--- src/rtl/seq_addsub.sv ---
// seq_addsub: multi-cycle adder/subtractor. Adds CHUNK bits of the two
// WIDTH-bit operands per clock through a ripple full-add cell, carrying
// between chunks in a register, with a start/busy/done handshake.
// Optional build macro: SEQ_ADDSUB_SAT_EN. When it is defined, s saturates
// on signed overflow. When it is not defined, s wraps modulo 2^WIDTH.
module seq_addsub #(
    parameter int WIDTH = 16,
    parameter int CHUNK = 4
) (
    input  logic             Clock,
    input  logic             Resetn,
    input  logic             start,
    input  logic             sub,
    input  logic [WIDTH-1:0] x,
    input  logic [WIDTH-1:0] y,
    input  logic             Cin,
    output logic [WIDTH-1:0] s,
    output logic             Cout,
    output logic             overflow,
    output logic             busy,
    output logic             done
);

    localparam int N  = WIDTH / CHUNK;
    localparam int CW = (N > 1) ? $clog2(N) : 1;

    localparam logic [1:0]       S_IDLE = 2'd0;
    localparam logic [1:0]       S_RUN  = 2'd1;
    localparam logic [1:0]       S_DONE = 2'd2;
    localparam logic [CW-1:0]    LAST   = CW'(N - 1);
    localparam logic [WIDTH-1:0] MASK   = WIDTH'({CHUNK{1'b1}});

    logic [1:0]       r_state;
    logic [WIDTH-1:0] r_a;
    logic [WIDTH-1:0] r_b;
    logic             r_carry;
    logic [CW-1:0]    r_cnt;
    logic [WIDTH-1:0] r_shadow;

    logic [31:0]      w_base;
    logic [CHUNK-1:0] w_a_chunk;
    logic [CHUNK-1:0] w_b_chunk;
    logic [CHUNK-1:0] w_sum;
    logic [CHUNK:0]   w_c;
    logic [WIDTH-1:0] w_sh_next;
    logic [WIDTH-1:0] w_res;
    logic             w_last;
    logic             w_ovf;

    // Select the chunk being processed this cycle.
    always_comb begin
        w_base    = 32'(r_cnt) * 32'(CHUNK);
        w_a_chunk = CHUNK'(r_a >> w_base);
        w_b_chunk = CHUNK'(r_b >> w_base);
    end

    // Ripple chain of full-add cells across one chunk.
    assign w_c[0] = r_carry;
    for (genvar g = 0; g < CHUNK; g++) begin : g_fa
        assign w_sum[g]   = w_a_chunk[g] ^ w_b_chunk[g] ^ w_c[g];
        assign w_c[g+1]   = (w_a_chunk[g] & w_b_chunk[g]) |
                            (w_c[g] & (w_a_chunk[g] ^ w_b_chunk[g]));
    end

    // Merge this chunk's sum into the shadow result and form the final value.
    // The carry into bit CHUNK-1 of the last chunk is the carry into the MSB.
    always_comb begin
        w_sh_next = (r_shadow & ~(MASK << w_base)) | (WIDTH'(w_sum) << w_base);
        w_last    = (r_cnt == LAST);
        w_ovf     = w_c[CHUNK-1] ^ w_c[CHUNK];
`ifdef SEQ_ADDSUB_SAT_EN
        // Both effective operands share a sign on overflow, so r_a's MSB
        // selects the saturation direction.
        w_res = w_ovf ? {r_a[WIDTH-1], {(WIDTH-1){~r_a[WIDTH-1]}}} : w_sh_next;
`else
        w_res = w_sh_next;
`endif
    end

    // Control FSM plus datapath registers.
    always_ff @(posedge Clock or negedge Resetn) begin
        if (!Resetn) begin
            r_state  <= S_IDLE;
            r_a      <= '0;
            r_b      <= '0;
            r_carry  <= 1'b0;
            r_cnt    <= '0;
            r_shadow <= '0;
            s        <= '0;
            Cout     <= 1'b0;
            overflow <= 1'b0;
            busy     <= 1'b0;
            done     <= 1'b0;
        end else begin
            case (r_state)
                S_IDLE: begin
                    done <= 1'b0;
                    if (start) begin
                        r_a     <= x;
                        r_b     <= y ^ {WIDTH{sub}};
                        r_carry <= Cin ^ sub;
                        r_cnt   <= '0;
                        busy    <= 1'b1;
                        r_state <= S_RUN;
                    end
                end
                S_RUN: begin
                    r_shadow <= w_sh_next;
                    r_carry  <= w_c[CHUNK];
                    r_cnt    <= r_cnt + CW'(1);
                    if (w_last) begin
                        s        <= w_res;
                        Cout     <= w_c[CHUNK];
                        overflow <= w_ovf;
                        busy     <= 1'b0;
                        done     <= 1'b1;
                        r_cnt    <= '0;
                        r_state  <= S_DONE;
                    end
                end
                S_DONE: begin
                    done    <= 1'b0;
                    r_state <= S_IDLE;
                end
                default: begin
                    busy    <= 1'b0;
                    done    <= 1'b0;
                    r_state <= S_IDLE;
                end
            endcase
        end
    end

endmodule
--- config.mk ---
export PLATFORM = sky130hd
export DESIGN_NAME = seq_addsub
export DESIGN_NICKNAME = d
export VERILOG_FILES = /design/src/rtl/seq_addsub.sv
export SDC_FILE = /design/constraint.sdc
export NUM_CORES = 1
export LEC_CHECK = 0
export CORE_UTILIZATION = 47
export CTS_CLUSTER_SIZE = 12
export DETAILED_ROUTE_END_ITERATION = 10
export GPL_TIMING_DRIVEN = 0
export PLACE_DENSITY_LB_ADDON = 0.05
export SKIP_CTS_REPAIR_TIMING = 1
export SLEW_MARGIN = 10
export SYNTH_ARGS = -nofsm -noshare
export SYNTH_HDL_FRONTEND = slang
export SYNTH_SLANG_ARGS = --single-unit
--- constraint.sdc ---
create_clock -name Clock -period 3.4 [get_ports Clock]
set_input_delay 0.68 -clock Clock [delete_from_list [all_inputs] [get_ports Clock]]
set_output_delay 0.68 -clock Clock [all_outputs]
set_load 0.01 [all_outputs]
==> metrics.txt, run 1 <==
outcome=complete, but fails checks; most common cell after layout, fill and taps aside=dfrtp_1; ys flop type=dfrtp_1; CTS Sinks=69; PD cells=1080 nW/um^2; Sw Share=0.391; most frequent cells in the layout=dfrtp_1 (68), clkdlybuf4s50_1 (54), nor2_1 (24), nand2_1 (23), a21oi_1 (23); Hold WS=between 0.2 and 0.3 ns; Crit Path Max Fanout=10; Final nets=387; Clk pwr share=0.128; P_sw=1.71 mW; Routed WL per cell=between 15 and 20 um; Pint=2.66 mW; setup slack after placement=just over 0.04 ns; CP Launch Type=flip-flop; Root Buffer=clkbuf_8; Yosys warnings=0; number of H-tree levels=3; largest net degree at the start of global routing=38; sequential share of power=0.333; Final Util=0.623; Worst R2R End=s[7]$_DFFE_PN0P_; Pleak=~1.7 nW; max-cap viol count=0; path depth of the worst reg2reg path=10; Power Total=about 4.4 mW; layout cells sized above 1=0.162; Syn Inst Count=about 280; Die Y=about 85 um; HPWL after detailed placement=about 4800 um; Setup-failing EPs final=0; Setup CP Type=reg -> reg; worst-margin pin slew=0.433 ns; Hold/Removal Path Class=in -> async; final setup TNS=0 ns; total track usage=0.204; fraction of registers with async set/reset=1.00; Clock Skews=roughly 0.0073 ns; TritonRoute pass-1 iters=10; Placed Instance Area=around 3900 um^2; Max Freq=313 MHz; drt total wl=approximately 6600 um; clock buffer depth=2; register area share after synthesis=0.536; Post-Syn Area per Cell=~12 um^2; first-pass GRT wire length=between 10000 and 15000 um; final hold vios=0; IO Pins=57; CP max stage delay=between 0.5 and 0.6 ns; CTS tree=yes; Final period util=0.939; drt drc=3; Worst EP required=3.61 ns; Worst-path clk slew=0.07 ns; diode count=0; vias per cell=roughly 5.4; Worst IR Drop VDD=approximately 0.51 mV; IO Port Bufs=55; critical path endpoint category=flip-flop; Core Region=around 6500 um^2; CTS Buf Count=9; dpl cells=between 400 and 500; Seq cells post-synth=69; syn_nets=320; clock latency on the worst-skew pair=around 0.33 ns; DRT iter0 DRCs=about 130; post-synth cell types=33; Max Slew Vio Count=0; Slowest-stage cell, CP=fa_1; Site Rows=29; final antenna-violating net count=0; Die X=84.8 um; initial antenna violation count=0; GRT Residual Overflow=0; Cell Area, Synth=between 3000 and 4000 um^2; combinational share of power=0.539; final critical-path required period=3.19 ns; Final Instance Area=4050 um^2; Post-synth EDFFs=0; reg2reg setup slack=0.21 ns; relative slew slack=0.711; reg2reg start=r_cnt[0]$_DFFE_PN0P_; Worst path most repeated cell=fa_1; GP Congestion=0.804; CP arrival=3.40 ns; failing checks=DRC; Fillers=between 500 and 600; routed vias=roughly 2300; critical-path cell list=buf_6 > mux4_2 > inv_1 > fa_1 > fa_1 > inv_1 > fa_1 > fa_1 > a221oi_1 > nor2_1; area delta synth->final=25.7%; fin cells=423; vias in the first global route=between 2000 and 2500; Setup WS post-layout=just over 0.2 ns; initial core utilization=0.496; RSZ-0062 raised after global routing=false; die footprint=7190 um^2
## sequential cells by signal (all words and copies together), names as in the netlist
signal    flops
overflow      1
r_cnt         2
r_shadow     12
r_b          16
r_a          16
r_carry       1
Cout          1
busy          1
s            16
r_state       2
done          1
## critical path, delay by kind of cell (launching register included)
| kind | cells | cell delay [ns] |
|---|---|---|
| mux | 1 | 0.52 |
| buf+inv | 3 | 0.35 |
| fa+ha+maj | 4 | 1.33 |
| compound gates | 1 | 0.33 |
| flops | 1 | 0.48 |
| simple gates | 1 | 0.07 |
## cell families after synthesis
logic type | after synthesis | share of synthesized area
buffers and inverters | 30 | 0.0466
muxes | 25 | 0.115
xor gates and xnor gates | 18 | 0.0490
DFF | 69 | 0.536
and+or+nand+nor | 61 | 0.0831
adders and majority gates | 8 | 0.0404
AOI/OAI and AO/OA | 64 | 0.129
## metal layers
layer	global-route usage	share of wire	up-vias
met4	0.0709	0.016	0
li1	-	-	1086
met5	0	0	-
met1	0.275	0.44	1118
met2	0.333	0.50	54
met3	0.0393	0.041	11
## synth_stat cells (all sizes together) (2+ instances only)
cell	instances	area, um^2
fa	4	80.1
a22oi	2	15.0
mux2	17	191
nor3	2	10.0
a22o	7	61.3
a2bb2oi	4	35.0
nand2b	3	18.8
dfrtp	69	1730
o31ai	3	22.5
a32o	2	20.0
nand3	2	10.0
ha	4	50.1
buf	15	93.8
a221oi	2	17.5
nor2	24	90.1
o21bai	2	15.0
inv	14	52.6
mux4	8	180
xnor2	17	149
nand2	23	86.3
o21ai	14	70.1
nor2b	4	25.0
a21oi	23	115
o2bb2ai	4	35.0
## area by class of cell
cell class	count	area (um^2)	area share
tap	77	96.3	0.0238
clock inverter	2	10.0	0.00247
clock buffer	13	149	0.0368
multi-input combinational	176	1340	0.332
timing repair buffer	56	568	0.140
buffer	16	101	0.0250
inverter	14	52.6	0.0130
sequential	69	1730	0.427
## how the worst max path moves through the flow
stage | to | start | depth (start not counted) | slack, ns
3_3_place_gp | r_b[12]$_DFFE_PN0P_ | Resetn | 1 | -0.71
3_5_place_dp | s[7]$_DFFE_PN0P_ | r_cnt[0]$_DFFE_PN0P_ | 10 | 0.04
5_1_grt | s[7]$_DFFE_PN0P_ | r_cnt[0]$_DFFE_PN0P_ | 10 | 0.05
2_1_floorplan | s[7]$_DFFE_PN0P_ | r_cnt[0]$_DFFE_PN0P_ | 10 | 0.43
4_1_cts | s[7]$_DFFE_PN0P_ | r_cnt[0]$_DFFE_PN0P_ | 10 | 0.03
6_report | s[7]$_DFFE_PN0P_ | r_cnt[0]$_DFFE_PN0P_ | 10 | 0.21
## power groups by stage
stage	Clock [mW]	Combinational, mW	Sequential, mW
after CTS	0.570	2.38	1.46
final	0.559	2.35	1.45
after global routing	0.610	2.59	1.51
after detailed placement	0	2.37	1.47
after floorplan	0	1.59	1.45
after global placement	0	2.36	1.46
No activity file was read; power rests on OpenSTA's default activity.
==> inputs of run 2 (changes only) <==
--- a/config.mk
+++ b/config.mk
@@ -5,9 +5,11 @@
 export SDC_FILE = /design/constraint.sdc
 export NUM_CORES = 1
 export LEC_CHECK = 0
-export CORE_UTILIZATION = 47
+export ABC_AREA = 1
+export CORE_UTILIZATION = 45
 export CTS_CLUSTER_SIZE = 12
 export DETAILED_ROUTE_END_ITERATION = 10
+export GPL_ROUTABILITY_DRIVEN = 0
 export GPL_TIMING_DRIVEN = 0
 export PLACE_DENSITY_LB_ADDON = 0.05
 export SKIP_CTS_REPAIR_TIMING = 1
==> metrics.txt, run 2 <==
outcome=finished, final reports clean (was complete, but fails checks); Post-Syn Area per Cell=7.93 um^2 (was 11.7 um^2); Clock Skews=0.0111 ns (was 0.00728 ns); critical-path cell list=inv_2 > buf_2 > nand2_1 > nand3_1 > nand2_1 > fa_1 > fa_1 > inv_1 > fa_1 > fa_1 > nand2_1 > o21ai_0 > nand2_1 > nand2_1 (was buf_6 > mux4_2 > inv_1 > fa_1 > fa_1 > inv_1 > fa_1 > fa_1 > a221oi_1 > nor2_1); most frequent cells in the layout=nand2_1 (246), dfrtp_1 (69), clkdlybuf4s50_1 (54), nand3_1 (22), inv_1 (18) (was dfrtp_1 (68), clkdlybuf4s50_1 (54), nor2_1 (24), nand2_1 (23), a21oi_1 (23)); area delta synth->final=26.1% (was 25.7%); CTS Buf Count=9 (unchanged); Core Region=7330 um^2 (was 6490 um^2); area of the multi-input gates=1510 um^2 (was 1340 um^2); Worst R2R End=r_shadow[7]$_DFFE_PN0P_ (was s[7]$_DFFE_PN0P_); max-cap viol count=0 (unchanged); RSZ-0062 raised after global routing=false (unchanged); diode count=0 (unchanged); Power Total=4.32 mW (was 4.37 mW); routed vias=2871 (was 2269); Yosys warnings=0 (unchanged); fin cells=608 (was 423); drt total wl=7870 um (was 6590 um); Die Y=89.8 um (was 84.8 um); relative slew slack=0.803 (was 0.711); IO Pins=57 (unchanged); clock buffer depth=2 (unchanged); Hold WS=0.207 ns (was 0.286 ns); Crit Path Max Fanout=11 (was 10); initial antenna violation count=0 (unchanged); Fillers=679 (was 552); register area share after synthesis=0.498 (was 0.536); CP arrival=3.39 ns (was 3.40 ns); syn_nets=482 (was 320); reg2reg setup slack=0.25 ns (was 0.21 ns); largest net degree at the start of global routing=51 (was 38); Regs by FF count=r_a: 16 flops, r_b: 16 flops, s: 16 flops (unchanged); Die X=89.8 um (was 84.8 um); CTS Sinks=69 (unchanged); Worst EP required=3.64 ns (was 3.61 ns); drt drc=0 (was 3); Root Buffer=clkbuf_8 (unchanged); Post-synth EDFFs=0 (unchanged); ranking of synthesized cells by area=dfrtp_1 (50%), nand2_1 (27%), xor2_1 (4.3%), nand3_1 (3.2%), fa_1 (2.3%) (was dfrtp_1 (54%), mux2_2 (5.9%), mux4_2 (5.6%), xnor2_1 (4.6%), a21oi_1 (3.6%)); Worst IR Drop VDD=0.414 mV (was 0.515 mV); worst-margin pin slew=0.292 ns (was 0.433 ns); CTS tree=yes (unchanged); number of H-tree levels=3 (unchanged); Final Util=0.596 (was 0.623); Worst-path clk slew=0.08 ns (was 0.07 ns); HPWL after detailed placement=5620 um (was 4820 um); TritonRoute pass-1 iters=5 (was 10); most common cell after layout, fill and taps aside=nand2_1 (was dfrtp_1); Seq cells post-synth=69 (unchanged); die footprint=8060 um^2 (was 7190 um^2); critical path endpoint category=flip-flop (unchanged); IO Port Bufs=55 (unchanged); PD cells=989 nW/um^2 (was 1080 nW/um^2); Site Rows=31 (was 29); Routed WL per cell=12.9 um (was 15.6 um); Cell Area, Synth=3470 um^2 (was 3220 um^2); vias in the first global route=2909 (was 2297); first-pass GRT wire length=13800 um (was 11200 um); post-synth top area cell=dfrtp_1 (unchanged); Max Slew Vio Count=0 (unchanged); path depth of the worst reg2reg path=14 (was 10); most frequent cell after synthesis=nand2_1 (was dfrtp_1); initial core utilization=0.473 (was 0.496); Worst path most repeated cell=nand2_1 (was fa_1); Setup CP Type=reg -> reg (unchanged); share of Yosys cell area claimed by the top area cell type=0.498 (was 0.536); Max Freq=317 MHz (was 313 MHz); clock latency on the worst-skew pair=0.35 ns (was 0.33 ns); final hold vios=0 (unchanged); register area=1730 um^2 (about the same); Final nets=549 (was 387); DRT iter0 DRCs=175 (was 128); CP max stage delay=0.47 ns (was 0.58 ns); reg2reg start=r_cnt[0]$_DFFE_PN0P_ (unchanged); final antenna-violating net count=0 (unchanged); final critical-path required period=3.15 ns (was 3.19 ns); ys flop type=dfrtp_1 (unchanged); CP Launch Type=flip-flop (unchanged); commonest cells in the netlist=nand2_1 (246), dfrtp_1 (69), nand3_1 (22) (was dfrtp_1 (69), nor2_1 (24), a21oi_1 (23), nand2_1 (23)); Setup-failing EPs final=0 (unchanged); Hold/Removal Path Class=in -> async (unchanged); Pleak=2.30 nW (was 1.72 nW); total track usage=0.215 (was 0.204); Final period util=0.928 (was 0.939); vias per cell=4.72 (was 5.36); Syn Inst Count=437 (was 275); layout cells sized above 1=0.0904 (was 0.162); fraction of registers with async set/reset=1.00 (unchanged); Slowest-stage cell, CP=fa_1 (unchanged); dpl cells=592 (was 408); post-synth cell types=18 (was 33); GRT Residual Overflow=0 (unchanged)
==> run 2: through the flow <==
stage               setup TNS, ns  worst slack [ns]  cell area (um^2)
finish                          0             0.246              4370
floorplan                       0             0.560              3470
detailed placement              0             0.180              4170
global route                    0           0.00672              4370
CTS                             0             0.163              4370
global placement           -49.74            -0.725              4140
==> run 2: how the worst max path moves through the flow <==
stage                               to  cells past startpoint                  from
2_1_floorplan  r_shadow[7]$_DFFE_PN0P_                     14  r_cnt[0]$_DFFE_PN0P_
3_5_place_dp   r_shadow[7]$_DFFE_PN0P_                     14  r_cnt[0]$_DFFE_PN0P_
5_1_grt        r_shadow[7]$_DFFE_PN0P_                     14  r_cnt[0]$_DFFE_PN0P_
3_3_place_gp        r_b[7]$_DFFE_PN0P_                      1                Resetn
4_1_cts        r_shadow[7]$_DFFE_PN0P_                     14  r_cnt[0]$_DFFE_PN0P_
6_report       r_shadow[7]$_DFFE_PN0P_                     14  r_cnt[0]$_DFFE_PN0P_
==> run 2: area by class of cell <==
class,instances,share of cell area
Sequential cell,69,0.395
Multi-Input combinational cell,327,0.345
Timing Repair Buffer,56,0.132
Buffer,21,0.0364
Clock buffer,11,0.0324
Tap cell,99,0.0284
Inverter,20,0.0172
Clock inverter,5,0.0137
==> run 2: where the power goes <==
| group | switching [mW] | leakage (nW) | total [mW] | internal [mW] |
|---|---|---|---|---|
| Combinational | 1.35 | 1.33 | 2.25 | 0.893 |
| Sequential | 0.204 | 0.875 | 1.39 | 1.19 |
| Clock | 0.322 | 0.0995 | 0.683 | 0.360 |
==> run 2: worst max-delay path, delay by kind of cell (launching register included) <==
kind	cells	cell delay, ns
AO/OA/AOI/OAI	1	0.12
adder cells (fa/ha/maj)	4	1.47
buffers and inverters	3	0.54
flip-flops	1	0.44
AND/OR/NAND/NOR	6	0.48
==> run 2: cells by family after synthesis <==
logic type      share of synthesized area
buf+inv                            0.0668
compound gates                     0.0282
fa+ha+maj                          0.0375
simple gates                        0.326
xor+xnor                           0.0430
flops                               0.498
==> run 2: layer usage <==
layer,GRT usage,share of wire
met1,0.281,0.46
met2,0.360,0.49
met3,0.0288,0.032
met4,0.0902,0.018
met5,0,0
==> inputs of run 3 (changes only) <==
--- a/config.mk
+++ b/config.mk
@@ -6,6 +6,7 @@
 export NUM_CORES = 1
 export LEC_CHECK = 0
 export ABC_AREA = 1
+export CAP_MARGIN = 20
 export CORE_UTILIZATION = 45
 export CTS_CLUSTER_SIZE = 12
 export DETAILED_ROUTE_END_ITERATION = 10
==> results of run 3 <==
Final layout, timing and power as in run 2 (identical DEF).
